--- src/rtl/zbus_strobe_filter.sv ---
// ZX-bus read/write strobe conditioner: synchronise, deglitch, then sequence
// buffered brd_n/bwr_n with write-length limiting and inter-strobe recovery.
module zbus_strobe_filter #(
  parameter int SYNC_STAGES = 2,
  parameter int GLITCH      = 2,
  parameter int WR_MAX      = 6,
  parameter int RECOVER     = 1
) (
  input  logic fclk,
  input  logic rst,
  input  logic zrd_n,
  input  logic zwr_n,
  input  logic clr_err,
  output logic brd_n,
  output logic bwr_n,
  output logic wr_done,
  output logic busy,
  output logic err_overlap
);

  localparam logic [2:0] S_IDLE   = 3'd0;
  localparam logic [2:0] S_RD     = 3'd1;
  localparam logic [2:0] S_WR     = 3'd2;
  localparam logic [2:0] S_WAITWR = 3'd3;
  localparam logic [2:0] S_REC    = 3'd4;

  localparam logic [2:0] GLITCH_C  = 3'(GLITCH);
  localparam logic [3:0] WR_MAX_C  = 4'(WR_MAX);
  localparam logic [2:0] RECOVER_C = 3'(RECOVER);

  logic [SYNC_STAGES-1:0] rd_sync;
  logic [SYNC_STAGES-1:0] wr_sync;
  logic                   rd_s;
  logic                   wr_s;

  logic [2:0] rd_cnt;
  logic [2:0] wr_cnt;
  logic       rf;
  logic       wf;

  logic [2:0] state;
  logic [2:0] state_nxt;
  logic [2:0] rec_target;
  logic [3:0] wcnt;
  logic [2:0] rcnt;
  logic       set_err;
  logic       wr_exit;

  // NOTE: every sequential block below uses non-blocking assignments so all
  // flops sample pre-edge values; blocking here would collapse the sync chain.
  always_ff @(posedge fclk) begin
    if (rst) begin
      rd_sync <= '1;
      wr_sync <= '1;
    end else begin
      rd_sync <= {rd_sync[SYNC_STAGES-2:0], zrd_n};
      wr_sync <= {wr_sync[SYNC_STAGES-2:0], zwr_n};
    end
  end

  assign rd_s = rd_sync[SYNC_STAGES-1];
  assign wr_s = wr_sync[SYNC_STAGES-1];

  // Slow attack, fast release: low only after GLITCH consecutive low samples.
  always_ff @(posedge fclk) begin
    if (rst) begin
      rd_cnt <= '0;
      rf     <= 1'b1;
    end else if (rd_s) begin
      rd_cnt <= '0;
      rf     <= 1'b1;
    end else if (rd_cnt != GLITCH_C) begin
      rd_cnt <= rd_cnt + 3'd1;
      if (rd_cnt == GLITCH_C - 3'd1) rf <= 1'b0;
    end
  end

  always_ff @(posedge fclk) begin
    if (rst) begin
      wr_cnt <= '0;
      wf     <= 1'b1;
    end else if (wr_s) begin
      wr_cnt <= '0;
      wf     <= 1'b1;
    end else if (wr_cnt != GLITCH_C) begin
      wr_cnt <= wr_cnt + 3'd1;
      if (wr_cnt == GLITCH_C - 3'd1) wf <= 1'b0;
    end
  end

  assign rec_target = (RECOVER == 0) ? S_IDLE : S_REC;

  // NOTE: all combinational outputs get a default first so no path can
  // infer a latch.
  always_comb begin
    state_nxt = state;
    set_err   = 1'b0;
    wr_exit   = 1'b0;
    case (state)
      S_IDLE: begin
        if (!rf && !wf)  set_err   = 1'b1;
        else if (!rf)    state_nxt = S_RD;
        else if (!wf)    state_nxt = S_WR;
      end
      S_RD: begin
        if (!wf) set_err   = 1'b1;
        if (rf)  state_nxt = rec_target;
      end
      S_WR: begin
        if (!rf) set_err = 1'b1;
        if (wf || wcnt == 4'd1) begin
          wr_exit   = 1'b1;
          state_nxt = wf ? rec_target : S_WAITWR;
        end
      end
      S_WAITWR: begin
        if (wf) state_nxt = rec_target;
      end
      S_REC: begin
        if (rcnt <= 3'd1) state_nxt = S_IDLE;
      end
      default: state_nxt = S_IDLE;
    endcase
  end

  // Strobes are decoded from the next state so they are registered and
  // mutually exclusive by construction.
  always_ff @(posedge fclk) begin
    if (rst) begin
      state       <= S_IDLE;
      wcnt        <= '0;
      rcnt        <= '0;
      brd_n       <= 1'b1;
      bwr_n       <= 1'b1;
      wr_done     <= 1'b0;
      err_overlap <= 1'b0;
    end else begin
      state   <= state_nxt;
      brd_n   <= (state_nxt != S_RD);
      bwr_n   <= (state_nxt != S_WR);
      wr_done <= wr_exit;

      if (state != S_WR && state_nxt == S_WR) wcnt <= WR_MAX_C;
      else if (state == S_WR)                 wcnt <= wcnt - 4'd1;

      if (state != S_REC && state_nxt == S_REC) rcnt <= RECOVER_C;
      else if (state == S_REC)                  rcnt <= rcnt - 3'd1;

      if (set_err)      err_overlap <= 1'b1;
      else if (clr_err) err_overlap <= 1'b0;
    end
  end

  assign busy = (state != S_IDLE);

endmodule
--- config.mk ---
export PLATFORM = sky130hd
export DESIGN_NAME = zbus_strobe_filter
export DESIGN_NICKNAME = d
export VERILOG_FILES = /design/src/rtl/zbus_strobe_filter.sv
export SDC_FILE = /design/constraint.sdc
export NUM_CORES = 1
export LEC_CHECK = 0
export CAP_MARGIN = 20
export CELL_PAD_IN_SITES_DETAIL_PLACEMENT = 0
export CELL_PAD_IN_SITES_GLOBAL_PLACEMENT = 1
export CORE_MARGIN = 3
export CORE_UTILIZATION = 35
export DETAILED_ROUTE_END_ITERATION = 16
export HOLD_SLACK_MARGIN = 0.1
export PLACE_DENSITY = 0.68
export SYNTH_ARGS = -nofsm -noshare
export SYNTH_HDL_FRONTEND = slang
export SYNTH_SLANG_ARGS = --single-unit
--- constraint.sdc ---
create_clock -name fclk -period 2.5 [get_ports fclk]
set_input_delay 0.25 -clock fclk [delete_from_list [all_inputs] [get_ports fclk]]
set_output_delay 0.25 -clock fclk [all_outputs]
set_load 0.005 [all_outputs]
# After elaboration in Yosys (flattened, before gate mapping)
# Index checks and enable logic that the tools add are counted.
# totals
regBits	26
out_inout_bits	5
wordCells	74
# op_classes
add_sub_neg	4
order_cmp	1
n_eq_ne	15
n_mux	20
n_bitwise	1
n_reduce_logical	18
# op_table
cell	count
3-bit two-way mux	10
3-bit one-hot mux with 5 select lines	1
3-bit by 2-bit != test with 1-bit output (second input constant)	4
2-bit OR reduction	5
3-bit by 1-bit equality test with 1-bit output (second input constant)	3
3-bit by 2-bit equality test with 1-bit output (second input constant)	3
1-bit two-way mux	8
3-bit by 1-bit adder with 3-bit output (second input constant)	2
3-bit equality test (second input constant)	2
2-bit nonzero test	3
4-bit by 1-bit equality test with 1-bit output (second input constant)	1
2-bit AND reduction	2
4-bit by 1-bit subtractor with 4-bit output (second input constant)	1
3-bit by 1-bit <= comparator with 1-bit output (second input constant)	1
1-bit logical AND	3
3-bit zero test	1
3-bit by 1-bit != test with 1-bit output (second input constant)	1
3-bit != test (second input constant)	1
1-bit one-hot mux with 3 select lines	1
3-bit nonzero test	1
3-bit by 1-bit subtractor with 3-bit output (second input constant)	1
1-bit zero test	2
1-bit logical OR	1
1-bit NOT	1

# Logic depth before layout (Yosys ltp)
# Gate-level depths: netlist of the first run.
# depth
ltp_word	7
depth_mapped	5
depth_no_buf	5

# Worst setup path before layout of the first run
# No wires, ideal clock.
# synth_timing
path_kind	reg2reg
from	register rd_cnt[0]
to	register rf
setup_time_ns	0.120
arrival_time_ns	1.234
t_required_ns	2.380
slack_ns	1.146
path_stages_with_launch	5
n_path_buf	0
cell_sequence	dfxtp_1 -> inv_1 -> ha_1 -> or3b_1 -> a211o_1
# synth_via
elab_chain_len	2
word_cells_on_any_way	3
classes_between	eq/ne: 2; reduce/logical: 1
# synth_lines
element	line_no	text
from (decl)	36	logic [2:0] rd_cnt;
from (signal assigned)	73	rd_cnt <= rd_cnt + 3'd1;
3-bit by 2-bit != test with 1-bit output / 3-bit by 1-bit equality test with 1-bit output (equally long branches)	72, 74	
2-bit AND reduction (no line) *	-	
to (signal assigned)	68	rf <= 1'b1;
to (signal assigned)	71	rf <= 1'b1;
to (signal assigned)	74	if (rd_cnt == GLITCH_C - 3'd1) rf <= 1'b0;
to (decl)	38	logic rf;
# Every way passes the cells marked *; elsewhere a longest branch is shown, timed or not.
# A chain may end at the register's enable or synchronous reset.

# Worst setup path after layout of the first run
# layout_timing
from	register state[2]
to	output port busy
# layout_via
elab_chain_len	1
# layout_lines
element	line_no	text
from (decl)	41	logic [2:0] state;
from (signal assigned)	138	state <= state_nxt;
3-bit nonzero test	154	assign busy = (state != S_IDLE);
to (decl)	17	output logic busy,
# Every way passes these cells.

==> results of run 1 <==
==> report_power, final <==
group | internal [µW] | switching (µW)
logic | 13.1 | 10.9
clock network | 56.1 | 110
registers | 419 | 4.33
total | 488 | 125
==> critical path: cells and delay by family, from the launching register on <==
kind	cells	cell delay (ns)
DFF	1	0.48
buffers and inverters	1	0.44
and+or+nand+nor	1	0.42
==> area by class of cell <==
cell class	count	area share, %
inverters	10	2.69
well taps	46	4.12
multi-input cells	82	47.8
repair buffers	9	6.45
flip-flops and latches	26	37.3
clock buffers	3	1.61
==> stage by stage <==
step | cells | setup slack, ns | area, µm² | total power [µW]
final | 176 | 0.606 | 1400 | 614
after global placement | 173 | 0.751 | 1370 | 456
after detailed placement | 173 | 0.695 | 1370 | 457
after floorplan | 124 | 1.15 | 1260 | 447
after global routing | 176 | 0.492 | 1400 | 655
after CTS | 176 | 0.579 | 1400 | 631
==> per-layer routing <==
| metal | vias to the layer above | share of wire [%] |
|---|---|---|
| met3 | 2 | 2.3 |
| met5 | - | 0 |
| met4 | 0 | 0.91 |
| met2 | 6 | 47 |
| li1 | 449 | - |
| met1 | 418 | 49 |
==> sequential cells by signal (all words and copies together) (netlist names) <==
name         flops
wr_cnt           3
state            3
rd_cnt           3
rcnt             3
wcnt             4
rf               1
wf               1
brd_n            1
err_overlap      1
wr_done          1
rd_sync          2
bwr_n            1
wr_sync          2
==> worst paths after layout <==
kind | end | slack (ns) | cells after the start
setup / recovery | busy | 0.61 | 2
hold reg to reg | rd_sync[1]$_SDFF_PP1_ | 0.42 | 1
setup reg to reg | rcnt[1]$_SDFFE_PP0N_ | 0.99 | 3
hold / removal | rd_sync[1]$_SDFF_PP1_ | 0.42 | 1
==> synth_stat cells, types with 3 or more instances <==
cell type	n	area [µm²]
nor2_1	7	26.3
mux2i_1	4	40.0
or2_2	4	25.0
nand2_1	3	11.3
o21a_1	3	22.5
nand3b_1	3	22.5
a21oi_1	4	20.0
xnor2_1	3	26.3
ha_1	10	125
dfxtp_1	26	521
inv_1	10	37.5
nand2b_1	5	31.3
nor3_1	7	35.0
==> kinds of logic after synthesis <==
logic type	Yosys count	synth area share [%]
AOI/OAI and AO/OA	23	15.6
xor gates and xnor gates	3	2.08
adders and majority gates	10	9.92
buffers and inverters	16	5.75
DFF	26	41.3
muxes	4	3.17
and+or+nand+nor	42	22.2
==> flow_summary.json, run 1 <==
{
  "outcome": "complete, no violations",
  "cts.sinks": 26,
  "place_congestion": 0.699,
  "tightest_slew_ns": 0.751,
  "ys.flop_type": "dfxtp_1",
  "maxCapViolations": 0,
  "max-vdd-ir-drop_mv": 0.249,
  "cts-root-buf": "clkbuf_4",
  "postSynthAreaPerCell_um2": 10.2,
  "die_y_um": 66.0,
  "fin_worst_skew_ns": 0.00363,
  "async_flop_share_pct": 0,
  "hold_viol": 0,
  "finalCritPeriodShare_pct": 75.8,
  "setup_violations": 0,
  "grtUsageMet1_pct": 13.6,
  "post_drt_wl_per_cell_um": 11.8,
  "mostFrequentLayoutCell": "dfxtp_1",
  "vias_per_cell": 4.97,
  "slew_headroom_pct": 49.8,
  "final_cell_mix": "26 x dfxtp_1, 10 x inv_1, 10 x ha_1",
  "postSynthCellCount": 124,
  "numCtsBuffers": 3,
  "path_max_fanout": 12,
  "cts_resized": 0,
  "timing.setup.tns_ns": 0,
  "drive_above_1_share_pct": 13.1,
  "multiInputGateArea_um2": 668,
  "route.vias.total": 875,
  "arrival_ns": 1.64,
  "finish.utilization_pct": 40.9,
  "grt_pass1_wl_um": 3770,
  "finalNetCount": 147,
  "hpwl_um": 1500,
  "post_cts_buffers": 0,
  "cp_data_required_time_ns": 2.25,
  "globalRouteMet3Util_pct": 2.04,
  "row_count": 21,
  "clock.fmax_mhz": 528,
  "fillCellCount": 344,
  "crit_type": "reg2out",
  "fin_hold_ws_ns": 0.424,
  "fp.dieW_um": 66.0,
  "grtUsageMet2_pct": 19.1,
  "io_pins": 10,
  "synth_nets": 139,
  "hold_start": "rd_sync[0]$_SDFF_PP1_",
  "cts.htree.levels": 1,
  "min_period_ns": 1.89,
  "startpoint": "state[2]$_SDFF_PP0_",
  "final_antenna_net_count": 0,
  "ff_latch_area_um2": 520,
  "clk_latency_ns": 0.30,
  "area_growth_pct": 10.7,
  "end_kind": "primary output",
  "clk_pin_slew_worst_paths_ns": 0.13,
  "crit_path_start_kind": "flip-flop",
  "r2r-start": "state[2]$_SDFF_PP0_",
  "synth_seq_cells": 26,
  "grt_max_degree": 22,
  "cts_hold_buffers": 0,
  "syn-cell-area_um2": 1260,
  "antenna_cells": 0,
  "cts.path.max_buffers": 2,
  "drt-total-wl_um": 2080,
  "slowest_stage": "dfxtp_1",
  "cts_tree": "built",
  "power_leakage_uw": 0.000483,
  "hp-class": "reg2reg",
  "route.detailed.drc": 0,
  "core_um2": 3420,
  "grt.busiest_layer": "met2",
  "yosys_warnings": 0,
  "cpPeakStageDelay_ns": 0.48,
  "grt_pass1_vias": 839,
  "crit_chain": "or3_1, clkdlybuf4s50_1",
  "grt_use_total_pct": 11.1,
  "synth_edf_count": 0,
  "rsz0062_at_grt": "false",
  "yosysSeqAreaShare_pct": 41.3,
  "port_buffers": 9,
  "powerDensity_nw_per_um2": 440,
  "detail_route.first_pass.iterations": 4,
  "overflow": 0,
  "start_util_pct": 36.9,
  "synth_cell_types": 40,
  "die_area_um2": 4360,
  "antenna_found_initial": 0,
  "slew_viol_final": 0,
  "drt-initial-drc-count": 63
}
(Power assumes the default switching activity.)
==> run 2, diff against run 1 <==
Clock period 2.5 ns to 2 ns, I/O delays scaled along.
==> run 2 against run 1 <==
Effect of this change:
- critical endpoint unchanged
- count of clock-buffer cells in the layout is 1 higher
- first-iteration DRC count decreased by 4.8%
- power rose by 34%
- die area stayed put
==> flow_summary.json, run 2 (synthesized netlist as in run 1, its figures left out) <==
{
  "grtUsageMet1_pct": 12.8,
  "cts.htree.levels": 1,
  "rsz0062_at_grt": "false",
  "cts.sinks": 26,
  "path_buf_inv": 1,
  "final_antenna_net_count": 0,
  "hp-class": "reg2reg",
  "mostFrequentLayoutCell": "dfxtp_1",
  "power.share.clock_pct": 31.6,
  "min_period_ns": 1.85,
  "swShare_pct": 20.4,
  "drive_above_1_share_pct": 14.4,
  "cts_tree": "built",
  "cts-root-buf": "clkbuf_4",
  "clk_latency_ns": 0.32,
  "finalNetCount": 148,
  "globalRouteMet3Util_pct": 4.08,
  "crit_family": "flip-flops",
  "crit_chain": "or3_1, clkdlybuf4s50_1",
  "start_util_pct": 36.9,
  "fin_area_um2": 1420,
  "grt_max_degree": 15,
  "area_growth_pct": 12.4,
  "end_kind": "primary output",
  "finish.utilization_pct": 41.5,
  "powerDensity_nw_per_um2": 578,
  "cp_data_required_time_ns": 1.80,
  "internal-power_uw": 653,
  "tightest_slew_ns": 0.448,
  "grt_pass1_vias": 783,
  "grt_pass1_wl_um": 3470,
  "slew_viol_final": 0,
  "cpPeakStageDelay_ns": 0.47,
  "grtUsageMet2_pct": 16.9,
  "die_y_um": 66.0,
  "fin_worst_skew_ns": 0.0110,
  "slew_headroom_pct": 69.7,
  "antenna_cells": 0,
  "crit_type": "reg2out",
  "drt-total-wl_um": 1980,
  "post_cts_buffers": 0,
  "numCtsBuffers": 3,
  "route.vias.total": 861,
  "timing.setup.tns_ns": 0,
  "grt.busiest_layer": "met2",
  "clock.fmax_mhz": 540,
  "fin_hold_ws_ns": 0.425,
  "place_congestion": 0.816,
  "cts_hold_buffers": 0,
  "power_leakage_uw": 0.000495,
  "post_drt_wl_per_cell_um": 11.1,
  "max-vdd-ir-drop_mv": 0.536,
  "clk_pin_slew_worst_paths_ns": 0.14,
  "finalCritPeriodShare_pct": 92.5,
  "switchingPower_uw": 167,
  "largest-register": "wcnt",
  "die_area_um2": 4360,
  "port_buffers": 9,
  "crit_path_start_kind": "flip-flop",
  "slowest_stage": "dfxtp_1",
  "setup_violations": 0,
  "cts.path.max_buffers": 2,
  "row_count": 21,
  "largest_register_ffs": 4,
  "path_max_fanout": 12,
  "maxCapViolations": 0,
  "detail_route.first_pass.iterations": 4,
  "placed_area_um2": 1380,
  "core_um2": 3420,
  "vias_per_cell": 4.84,
  "grt_use_total_pct": 10.4,
  "io_pins": 10,
  "pwr-share-seq_pct": 64.5,
  "outcome": "complete, no violations",
  "route.detailed.drc": 0,
  "power_frac_comb_pct": 3.9,
  "hold_viol": 0,
  "arrival_ns": 1.65,
  "drt-initial-drc-count": 60,
  "fp.dieW_um": 66.0,
  "cts_resized": 0,
  "overflow": 0,
  "final_cell_mix": "26 x dfxtp_1, 10 x inv_1, 10 x ha_1",
  "hpwl_um": 1500,
  "antenna_found_initial": 0
}
## run 2: changes by cell type in the layout (fill, tap and decap cells not counted)
cell      change
clkbuf_8      +1
buf_4         +1
## run 2: final timing paths
| path | from | end | slack [ns] | depth (start not counted) |
|---|---|---|---|---|
| worst min register to register | wr_sync[0]$_SDFF_PP1_ | wr_sync[1]$_SDFF_PP1_ | 0.42 | 1 |
| worst max register to register | state[1]$_SDFF_PP0_ | wcnt[3]$_SDFFE_PP0N_ | 0.50 | 3 |
| worst min-delay path | wr_sync[0]$_SDFF_PP1_ | wr_sync[1]$_SDFF_PP1_ | 0.42 | 1 |
| worst max-delay path | state[2]$_SDFF_PP0_ | busy | 0.15 | 2 |
## run 2: power by group through the flow
stage | Clock [µW] | Sequential, µW | Combinational [µW]
floorplan | 0 | 539 | 19.6
global placement | 0 | 541 | 32.0
detailed placement | 0 | 541 | 32.4
CTS | 276 | 530 | 32.5
global route | 297 | 531 | 36.1
finish | 259 | 529 | 31.7
## run 2: through the flow
stage               setup WS [ns]  instances  power (µW)
floorplan                   0.646        124         559
global placement            0.519        174         573
detailed placement          0.467        174         573
CTS                         0.127        178         838
global route               0.0648        178         864
finish                      0.149        178         820
## run 2: per-layer routing
layer / routed length (µm) / vias up / share of wire (%)
li1: - / 449 / -
met1: 972 / 401 / 49
met2: 911 / 9 / 46
met3: 72 / 2 / 3.6
met4: 19 / 0 / 0.96
met5: 0 / - / 0
## run 2: area by class of cell
class	count	area [µm²]
Clock buffer	4	36.3
Fill cell	346	2000
Inverter	10	37.5
Multi-Input combinational cell	82	668
Sequential cell	26	520
Tap cell	46	57.6
Timing Repair Buffer	10	97.6
## run 2: worst register-to-register path: stages, from the launching register on
cell and delay [ns]:
dfxtp_1 0.62, or3b_4 0.47, o41ai_2 0.20, a21oi_1 0.10
==> run 3, diff against run 2 <==
Settings changed: GPL_TIMING_DRIVEN from default to 0.
==> run 3 against run 2 <==
Effect of this change:
- combinational power increased by 6.3%
- flip-flop and latch count is the same
- setup slack worse by 0.042 ns
- routed wire length grew 6.1%
- count of clock-buffer cells in the layout unchanged
- register-to-register slack better by 0.06 ns
- power is 1.1% higher
- die area is the same
- utilization is 0.92 points higher
- worst hold slack improved by 0.0063 ns
- critical path type unchanged
- largest power group unchanged
==> flow_summary.json, run 3 (synthesized netlist as in run 1, its figures left out) <==
{
  "clk_latency_ns": 0.32,
  "fp.dieW_um": 66.0,
  "cpPeakStageDelay_ns": 0.45,
  "cts.sinks": 26,
  "cts.path.max_buffers": 2,
  "largest-register": "wcnt",
  "final_antenna_net_count": 0,
  "slew_viol_final": 0,
  "placed_area_um2": 1410,
  "die_area_um2": 4360,
  "max-vdd-ir-drop_mv": 0.455,
  "reg2reg_slack_ns": 0.56,
  "tightest_slew_ns": 0.510,
  "min_path_cells": 1,
  "area_growth_pct": 14.9,
  "numCtsBuffers": 3,
  "cts-root-buf": "clkbuf_4",
  "mostFrequentLayoutCell": "dfxtp_1",
  "worstReg2RegEnd": "rf$_SDFFE_PP1P_",
  "overflow": 0,
  "finalCritPeriodShare_pct": 94.6,
  "fin_worst_skew_ns": 0.0123,
  "hpwl_um": 1590,
  "maxCapViolations": 0,
  "cts_hold_buffers": 0,
  "fin_ws_ns": 0.107,
  "reg2reg_depth": 4,
  "power.total_uw": 829,
  "final_cell_mix": "25 x dfxtp_1, 10 x inv_1, 10 x ha_1",
  "slew_headroom_pct": 66.0,
  "crit_family": "buffers and inverters",
  "start_util_pct": 36.9,
  "cp_data_required_time_ns": 1.80,
  "dp_slack_ns": 0.313,
  "finalNetCount": 153,
  "clk_pin_slew_worst_paths_ns": 0.15,
  "io_pins": 10,
  "vias_per_cell": 4.86,
  "cts_tree": "built",
  "grt_use_total_pct": 11.4,
  "crit_path_start_kind": "flip-flop",
  "path_buf_inv": 2,
  "power_leakage_uw": 0.000510,
  "crit_type": "reg2out",
  "fin_cells": 183,
  "place_inst": 179,
  "end_kind": "primary output",
  "clock.fmax_mhz": 528,
  "drive_above_1_share_pct": 16.1,
  "grt_pass1_vias": 903,
  "route.detailed.drc": 0,
  "powerDensity_nw_per_um2": 572,
  "post_drt_wl_per_cell_um": 11.5,
  "antenna_cells": 0,
  "timing.setup.tns_ns": 0,
  "path_max_fanout": 10,
  "setup_violations": 0,
  "drt-total-wl_um": 2100,
  "cts.htree.levels": 1,
  "fin_area_um2": 1450,
  "row_count": 21,
  "antenna_found_initial": 0,
  "slowest_stage": "clkdlybuf4s50_1",
  "largest_register_ffs": 4,
  "hold_start": "rd_sync[0]$_SDFF_PP1_",
  "outcome": "complete, no violations",
  "arrival_ns": 1.69,
  "route.vias.total": 890,
  "crit_chain": "clkbuf_4, or3_1, clkdlybuf4s50_1",
  "port_buffers": 9,
  "core_um2": 3420,
  "grt_max_degree": 15,
  "min_period_ns": 1.89,
  "hp-class": "reg2reg",
  "grt_pass1_wl_um": 3840,
  "rsz0062_at_grt": "false",
  "worstHoldEndpoint": "rd_sync[1]$_SDFF_PP1_",
  "die_y_um": 66.0,
  "detail_route.first_pass.iterations": 4,
  "r2r-start": "rd_cnt[0]$_SDFFE_PP0P_",
  "drt-initial-drc-count": 17,
  "place_congestion": 0.710,
  "hold_viol": 0
}
## run 3: cell types whose count changed in the layout (fill, tap and decap cells not counted), sizes merged
cell / change
clkbuf: +3
buf: +2
## run 3: stage by stage
step	hold slack (ns)	utilization, %
after global placement	0.391	41.2
after detailed placement	0.398	41.2
after floorplan	0.280	-
final	0.431	42.4
after CTS	0.425	42.3
after global routing	0.435	42.4
## run 3: worst max-delay path by stage
stage | from | to | slack, ns | cells past startpoint
after global routing | state[2]$_SDFF_PP0_ | busy | 0.01 | 3
after CTS | state[2]$_SDFF_PP0_ | busy | 0.08 | 3
after global placement | rst | wcnt[0]$_SDFFE_PP0N_ | 0.32 | 5
after floorplan | rd_cnt[0]$_SDFFE_PP0P_ | rf$_SDFFE_PP1P_ | 0.65 | 4
final | state[2]$_SDFF_PP0_ | busy | 0.11 | 3
after detailed placement | rst | wcnt[0]$_SDFFE_PP0N_ | 0.31 | 5
## run 3: area by class of cell
cell class	count	area, µm²
Tap cell	46	57.6
Inverter	10	37.5
Clock buffer	4	36.3
Buffer	6	37.5
Multi-Input combinational cell	82	668
Fill cell	353	1970
Sequential cell	26	522
Timing Repair Buffer	9	90.1
## run 3: metal layers
layer,up-vias,share of wire (%),GRT usage [%]
li1,464,-,-
met4,0,0.91,3.05
met2,10,47,19.9
met5,-,0,0
met1,414,48,13.6
met3,2,3.2,3.06
## run 3: power by group
part,leakage [µW],total (µW),switching [µW],internal [µW]
Clock,0.0000210,266,155,111
Combinational,0.000278,33.7,16.2,17.5
Sequential,0.000211,529,4.68,524
Total,0.000510,829,176,653
## run 3: timing repair
action	CTS	global route
gates resized for setup	0	2
setup endpoints to repair	0	1
setup buffers	0	0
